--- src/rtl/pdl_puf_array_ctrl.sv ---
// Controller for a bank of PDL PUF cells sharing one challenge and trigger.
// Runs NUM_EVAL reset/fire/settle/sample rounds and majority-votes each response bit.
module pdl_puf_array_ctrl #(
    parameter int unsigned NUM_PUF       = 6,
    parameter int unsigned CHAL_W        = 128,
    parameter int unsigned NUM_EVAL      = 5,
    parameter int unsigned RST_CYCLES    = 4,
    parameter int unsigned SETTLE_CYCLES = 16
) (
    input  logic               clk,
    input  logic               reset_n,
    input  logic               start,
    input  logic [CHAL_W-1:0]  challenge,
    output logic               busy,
    output logic               done,
    output logic [NUM_PUF-1:0] response,
    output logic [NUM_PUF-1:0] unstable,
    output logic [CHAL_W-1:0]  puf_challenge,
    output logic               puf_trigger,
    output logic               puf_reset,
    input  logic [NUM_PUF-1:0] puf_resp
);

    localparam int unsigned OW   = $clog2(NUM_EVAL + 1);
    localparam int unsigned MAXC = (RST_CYCLES > SETTLE_CYCLES) ? RST_CYCLES : SETTLE_CYCLES;
    localparam int unsigned CW   = $clog2(MAXC + 1);

    typedef enum logic [2:0] {
        IDLE,
        CLEAR,
        FIRE,
        SAMPLE,
        DONE
    } state_t;

    state_t                       state, state_d;
    logic [CW-1:0]                cnt, cnt_d;
    logic [OW-1:0]                eval, eval_d;
    logic [NUM_PUF-1:0][OW-1:0]   ones, ones_d;
    logic [NUM_PUF-1:0]           sync1, sync2;
    logic [CHAL_W-1:0]            chal_d;
    logic [NUM_PUF-1:0]           resp_d, unst_d;
    logic                         busy_d, done_d, trig_d, prst_d;

    // State, datapath and registered outputs
    always_ff @(posedge clk or negedge reset_n) begin
        if (!reset_n) begin
            state         <= IDLE;
            cnt           <= '0;
            eval          <= '0;
            ones          <= '0;
            sync1         <= '0;
            sync2         <= '0;
            busy          <= 1'b0;
            done          <= 1'b0;
            response      <= '0;
            unstable      <= '0;
            puf_challenge <= '0;
            puf_trigger   <= 1'b0;
            puf_reset     <= 1'b1;
        end else begin
            state         <= state_d;
            cnt           <= cnt_d;
            eval          <= eval_d;
            ones          <= ones_d;
            sync1         <= puf_resp;
            sync2         <= sync1;
            busy          <= busy_d;
            done          <= done_d;
            response      <= resp_d;
            unstable      <= unst_d;
            puf_challenge <= chal_d;
            puf_trigger   <= trig_d;
            puf_reset     <= prst_d;
        end
    end

    // Next state; outputs are decoded from the next state so they line up with it
    always_comb begin
        state_d = state;
        cnt_d   = cnt;
        eval_d  = eval;
        ones_d  = ones;
        chal_d  = puf_challenge;
        resp_d  = response;
        unst_d  = unstable;

        case (state)
            IDLE: begin
                if (start) begin
                    chal_d  = challenge;
                    ones_d  = '0;
                    eval_d  = '0;
                    cnt_d   = '0;
                    state_d = CLEAR;
                end
            end
            CLEAR: begin
                if (cnt == CW'(RST_CYCLES - 1)) begin
                    cnt_d   = '0;
                    state_d = FIRE;
                end else begin
                    cnt_d = cnt + CW'(1);
                end
            end
            FIRE: begin
                if (cnt == CW'(SETTLE_CYCLES - 1)) begin
                    cnt_d   = '0;
                    state_d = SAMPLE;
                end else begin
                    cnt_d = cnt + CW'(1);
                end
            end
            SAMPLE: begin
                for (int i = 0; i < int'(NUM_PUF); i++) begin
                    ones_d[i] = ones[i] + OW'(sync2[i]);
                end
                eval_d  = eval + OW'(1);
                state_d = (eval_d == OW'(NUM_EVAL)) ? DONE : CLEAR;
            end
            DONE:    state_d = IDLE;
            default: state_d = IDLE;
        endcase

        if (state_d == DONE) begin
            for (int i = 0; i < int'(NUM_PUF); i++) begin
                resp_d[i] = (ones_d[i] > OW'(NUM_EVAL / 2));
                unst_d[i] = (ones_d[i] != '0) && (ones_d[i] != OW'(NUM_EVAL));
            end
        end

        busy_d = (state_d != IDLE);
        done_d = (state_d == DONE);
        trig_d = (state_d == FIRE) || (state_d == SAMPLE);
        prst_d = !trig_d;
    end

endmodule

--- config.mk ---
export PLATFORM = sky130hd
export DESIGN_NAME = pdl_puf_array_ctrl
export DESIGN_NICKNAME = d
export VERILOG_FILES = /design/src/rtl/pdl_puf_array_ctrl.sv
export SDC_FILE = /design/constraint.sdc
export NUM_CORES = 1
export LEC_CHECK = 0
export ABC_AREA = 0
export BUFFER_PORTS_ARGS = -buffer_cell sky130_fd_sc_hd__buf_2
export CORE_MARGIN = 5
export CORE_UTILIZATION = 49
export DETAILED_ROUTE_END_ITERATION = 10
export PLACE_DENSITY = 0.79
export SLEW_MARGIN = 20
export SYNTH_ARGS = -nofsm -noshare
export SYNTH_HDL_FRONTEND = slang
export SYNTH_SLANG_ARGS = --single-unit
--- constraint.sdc ---
create_clock -name clk -period 2.7 [get_ports clk]
set_input_delay 0.54 -clock clk [delete_from_list [all_inputs] [get_ports clk]]
set_output_delay 0.54 -clock clk [all_outputs]
set_load 0.1 [all_outputs]
Yosys cells after proc, flatten, opt, wreduce, memory -nomap -nowiden
Cells that the tools add are included.
{ "op_classes": {"add_sub_neg": 8, "n_lt_le_gt_ge": 6, "eq_ne": 16, "mux": 13, "n_reduce_logical": 21} }
{ "ops": {"columns": ["operator", "count"], "rows": [
  ["$pmux 18 s2", 1],
  ["$reduce_bool 3->1", 8],
  ["$add 3x1->3", 6],
  ["$gt 3x2->1 const B", 6],
  ["$mux 18", 1],
  ["$ne 3x3->1 const B", 6],
  ["$mux 3", 5],
  ["$mux 5", 3],
  ["$pmux 5 s3", 1],
  ["$eq 3x2->1 const B", 4],
  ["$pmux 3 s4", 1],
  ["$eq 3x3->1 const B", 2],
  ["$logic_and 1x1->1", 6],
  ["$pmux 3 s2", 1],
  ["$reduce_and 2->1", 3],
  ["$add 5x1->5 const B", 1],
  ["$eq 5x2->1 const B", 1],
  ["$eq 5x4->1 const B", 1],
  ["$add 3x1->3 const B", 1],
  ["$eq 3x1->1 const B", 1],
  ["$logic_not 3->1", 1],
  ["$ne 2x2->1 const B", 1],
  ["$reduce_bool 2->1", 1],
  ["$logic_not 1->1", 1],
  ["$logic_or 1x1->1", 1]
]} }
{ "totals": {"ff_bits": 185, "inputBits": 137, "out_inout_bits": 144, "wordCells": 82} }

Depth between registers and ports, before layout
{ "depth": {"depth_word": 7, "ltp_mapped": 8, "mapped_depth_nobuf": 7} }

Least setup slack after synthesis
Ideal clock, no wire load.
{ "synth_timing": {"path_type": "input-to-reg", "start": "in start", "end": "reg puf_challenge[100]", "setup_time_ns": 0.125, "t_arrival_ns": 1.767, "required_ns": 2.575, "slack_ns": 0.808, "path_stages": 5, "n_path_buf": 3, "cell_sequence": "nor4b_4 -> buf_6 -> buf_2 -> buf_4 -> mux2_2"} }
{ "synth_via": {"elab_chain_cells": 1} }
{ "synth_rtl": {"columns": ["element", "line_no", "text"], "rows": [
  ["from (decl)", "12", "input logic start,"],
  ["$reduce_and 2->1 (no source line)", null, null],
  ["to (signal assigned)", "72", "puf_challenge <= chal_d;"],
  ["to (decl)", "18", "output logic [CHAL_W-1:0] puf_challenge,"]
]} }
Every way passes these cells.
A chain may end at the register's enable or synchronous reset.

Final worst setup path
{ "layout_timing": {"start": "reg state[1]", "end": "reg unstable[0]"} }
{ "layout_via": {"word_cells_on_any_way": 13, "classes_between": "eq/ne (5); mux (5); reduce/logical (3)"} }
{ "layout_rtl": {"columns": ["element", "line_no", "text"], "rows": [
  ["from (decl)", "36", "state_t state, state_d;"],
  ["from (signal assigned)", "62", "state <= state_d;"],
  ["$eq 3x2->1 (tied with other cells)", "88", "case (state)"],
  ["$pmux 3 s4 *", "88", null],
  ["net state_d[2]", "36", null],
  ["$eq 3x3->1 *", "125", "if (state_d == DONE) begin"],
  ["to (signal assigned)", "71", "unstable <= unst_d;"],
  ["to (decl)", "17", "output logic [NUM_PUF-1:0] unstable,"]
]} }
The timed path passes the listed nets; every way through them passes the cells marked *.

==> results.yml <==
outcome:
  status: "finished, final reports clean"
route:
  ant_nets: 0
  detail_route.wl_per_cell_um: 17.3
  post_drt_via_cell_ratio: 5.16
  dr.max_layer_used: "met4"
  drt_iter0_drc: 164
  postRouteWirelength_mm: 17.9
  met3WireLength_mm: 1.53
  detail_route.wirelength.met1_mm: 6.96
  met2_length_mm: 9.13
  tritonroute_pass_1_iters: 5
  num_vias: 5324
  drt_drc_violations_left: 0
sta:
  slew-limit-headroom_pct: 58.5
  timing.final.hold_violations: 0
  setup-violations-final: 0
  period_needed_ns: 2.15
  timing.final.max_slew_violations: 0
  fin_crit_sh_pct: 79.6
  timing.hold.ws_ns: 0.0524
  setup_repair_after_global_routing_missed_its_margin: "no"
  setup-tns-final_ns: 0
  clock-skew-final_ns: 0.00872
  clock.fmax_ghz: 0.466
  tightest_slew_ns: 0.621
worst_setup_path:
  worst_path_max_delay_cell: "sky130_fd_sc_hd__dfrtp_1"
  critical_path.endpoint_type: "flop"
  cp.arrival_ns: 2.49
  worst-setup-path-type: "flop to flop"
  critical_path_peak_fanout: 11
  crit_path_cell_trace: "buf_4 > and3b_1 > nand3_1 > inv_1 > nor2_1 > a31oi_1"
  required_time_of_the_critical_path_ns: 3.04
  reg2reg_depth: 6
  reg2reg_slack_ns: 0.55
  cp-start-kind: "flop"
  critPathMaxStageDelay_ns: 0.50
clocking:
  clock_path_buffers: 2
  post_cts.repair.setup_buffers: 0
  clock_tree.root_cell: "sky130_fd_sc_hd__clkbuf_16"
  clock_insertion_delay_worst_skew_ns: 0.43
  cts.hold.buffers_added: 0
  tritoncts: "yes"
  cts_num_sinks: 185
  cts-buffers-inserted: 17
  cts_htree_levels: 4
  clkSlewWorstSetupHoldPaths_ns: 0.06
  post_cts.resized_instances: 0
layout:
  layout.filler_cells: 1179
  post-route-util_pct: 64.9
  synthToLayoutAreaGrowth_pct: 29.8
  fin_nets: 984
  layout.cells.non_filler: 1031
  layout_common_cells: "sky130_fd_sc_hd__buf_2, sky130_fd_sc_hd__dfrtp_1, sky130_fd_sc_hd__mux2_2"
  diodes: 0
  drive_above_1_share_pct: 56.9
  final_common_cell: "sky130_fd_sc_hd__buf_2"
placed_design:
  dp.final_hpwl_mm: 13.5
  placed_cells_incl_taps: 999
  place_congestion: 0.795
  numPortBuffers: 280
global_route:
  grt_pass1_vias: 5669
  global_route_usage_over_all_layers_pct: 20.3
  grt_first_pass_wirelength_mm: 29.0
  grt_antenna_before_repair: 0
  grt_start_max_net_pins: 51
  globalRoute.totalOverflow: 0
synthesis:
  number_of_flops_mapped_to_enable_cells_by_yosys: 0
  synth_cells: 537
  syn_nets: 691
  avgSynthCellArea_sq_um: 14.2
  ys_ff_latch: 185
  synth_async_sr_flop_share_pct: 100
  ys_warn_count: 0
  synth_cell_type_count: 36
  summed_instance_area_of_the_synthesized_netlist_sq_mm: 0.00760
  synth_ff_type: "sky130_fd_sc_hd__dfrtp_1"
  synth.yosys.seq_area_share_pct: 60.9
job:
  max_cap_violations: 0
hold_path:
  hold_class: "input port to async pin"
die:
  fp.dieArea_sq_mm: 0.0181
  rows: 45
  chipHeight_um: 135
  initial_utilization_pct: 50.0
  core-area_sq_mm: 0.0152
  fp.dieW_um: 135
  top_level_ports: 281
[Yosys cell counts (2+ instances only)]
cell                        instances  area share [%]
sky130_fd_sc_hd__o21ai_1            2            0.13
sky130_fd_sc_hd__a22o_1             2            0.23
sky130_fd_sc_hd__nand4_1            7            0.58
sky130_fd_sc_hd__dfrtp_1          184              61
sky130_fd_sc_hd__buf_2             11            0.72
sky130_fd_sc_hd__or2_2              2            0.16
sky130_fd_sc_hd__nor2b_1           28             2.3
sky130_fd_sc_hd__a21oi_1           28             1.8
sky130_fd_sc_hd__nand2_1           10            0.49
sky130_fd_sc_hd__a2111oi_2         10             2.0
sky130_fd_sc_hd__buf_4             15             1.5
sky130_fd_sc_hd__nand3_1            5            0.33
sky130_fd_sc_hd__inv_1              8            0.40
sky130_fd_sc_hd__ha_1              17             2.8
sky130_fd_sc_hd__a2111oi_1          2            0.26
sky130_fd_sc_hd__o21a_1             2            0.20
sky130_fd_sc_hd__or3_1              6            0.49
sky130_fd_sc_hd__nor2_1            23             1.1
sky130_fd_sc_hd__a211oi_1           2            0.20
sky130_fd_sc_hd__a31oi_1            7            0.58
sky130_fd_sc_hd__buf_6              3            0.44
sky130_fd_sc_hd__mux2_2           129              19
sky130_fd_sc_hd__a2bb2oi_1          7            0.81
sky130_fd_sc_hd__xor2_1             2            0.23
sky130_fd_sc_hd__o21ai_0           14            0.92
[metal layers]
metal,GRT usage [%],up-vias
li1,-,2499
met1,24.2,2624
met2,33.9,185
met3,8.46,16
met4,6.17,0
met5,0,-
[sequential cells by signal (all words and copies together) (netlist names)]
name / flops
unstable: 6
sync1: 6
done: 1
eval: 3
puf_reset: 1
state: 3
cnt: 5
ones: 18
response: 6
puf_trigger: 1
puf_challenge: 128
busy: 1
sync2: 6
[metrics by stage]
| step | setup WS (ns) | cell area, sq um |
|---|---|---|
| 2_1_floorplan | 0.808 | 7600 |
| 3_3_place_gp | 0.557 | 9280 |
| 3_5_place_dp | 0.565 | 9280 |
| 4_1_cts | 0.542 | 9870 |
| 5_1_grt | 0.379 | 9870 |
| 6_report | 0.552 | 9870 |
[area by class of cell]
type / count / area, sq um / share of cell area [%]
clock inverter: 13 / 145 / 1.47
inverter: 8 / 30.0 / 0.304
clock buffer: 19 / 443 / 4.49
sequential: 185 / 4630 / 46.9
timing repair buffer: 304 / 1650 / 16.7
tap: 188 / 235 / 2.38
multi-input combinational: 314 / 2730 / 27.7
[cells by family (layout without fill, tap and decap cells)]
group	count (synthesis)	count (layout)	synth area share (%)
DFF	185	185	60.9
muxes	129	129	19.1
and+or+nand+nor	88	88	6.44
AOI/OAI and AO/OA	78	78	7.39
buffers and inverters	38	344	3.10
adders and majority gates	17	17	2.80
xor gates and xnor gates	2	2	0.231
[worst max-delay path: cells and delay by family, from the launching register on]
kind	cells	cell delay (ns)
compound gates	1	0.14
simple gates	3	0.85
flops	1	0.50
buf+inv	2	0.59
[worst paths after layout]
check | from | to
min in group clk | puf_resp[1] | sync1[1]$_DFF_PN0_
max in group asynchronous | reset_n | ones[16]$_DFF_PN0_
worst max-delay path | state[1]$_DFF_PN0_ | unstable[0]$_DFFE_PN0N_
worst min register to register | sync1[0]$_DFF_PN0_ | sync2[0]$_DFF_PN0_
worst max register to register | state[1]$_DFF_PN0_ | unstable[0]$_DFFE_PN0N_
worst min-delay path | reset_n | sync1[2]$_DFF_PN0_
Power is not shown: default switching activity piles up to over one toggle a cycle in this logic, so the estimate is an artifact.
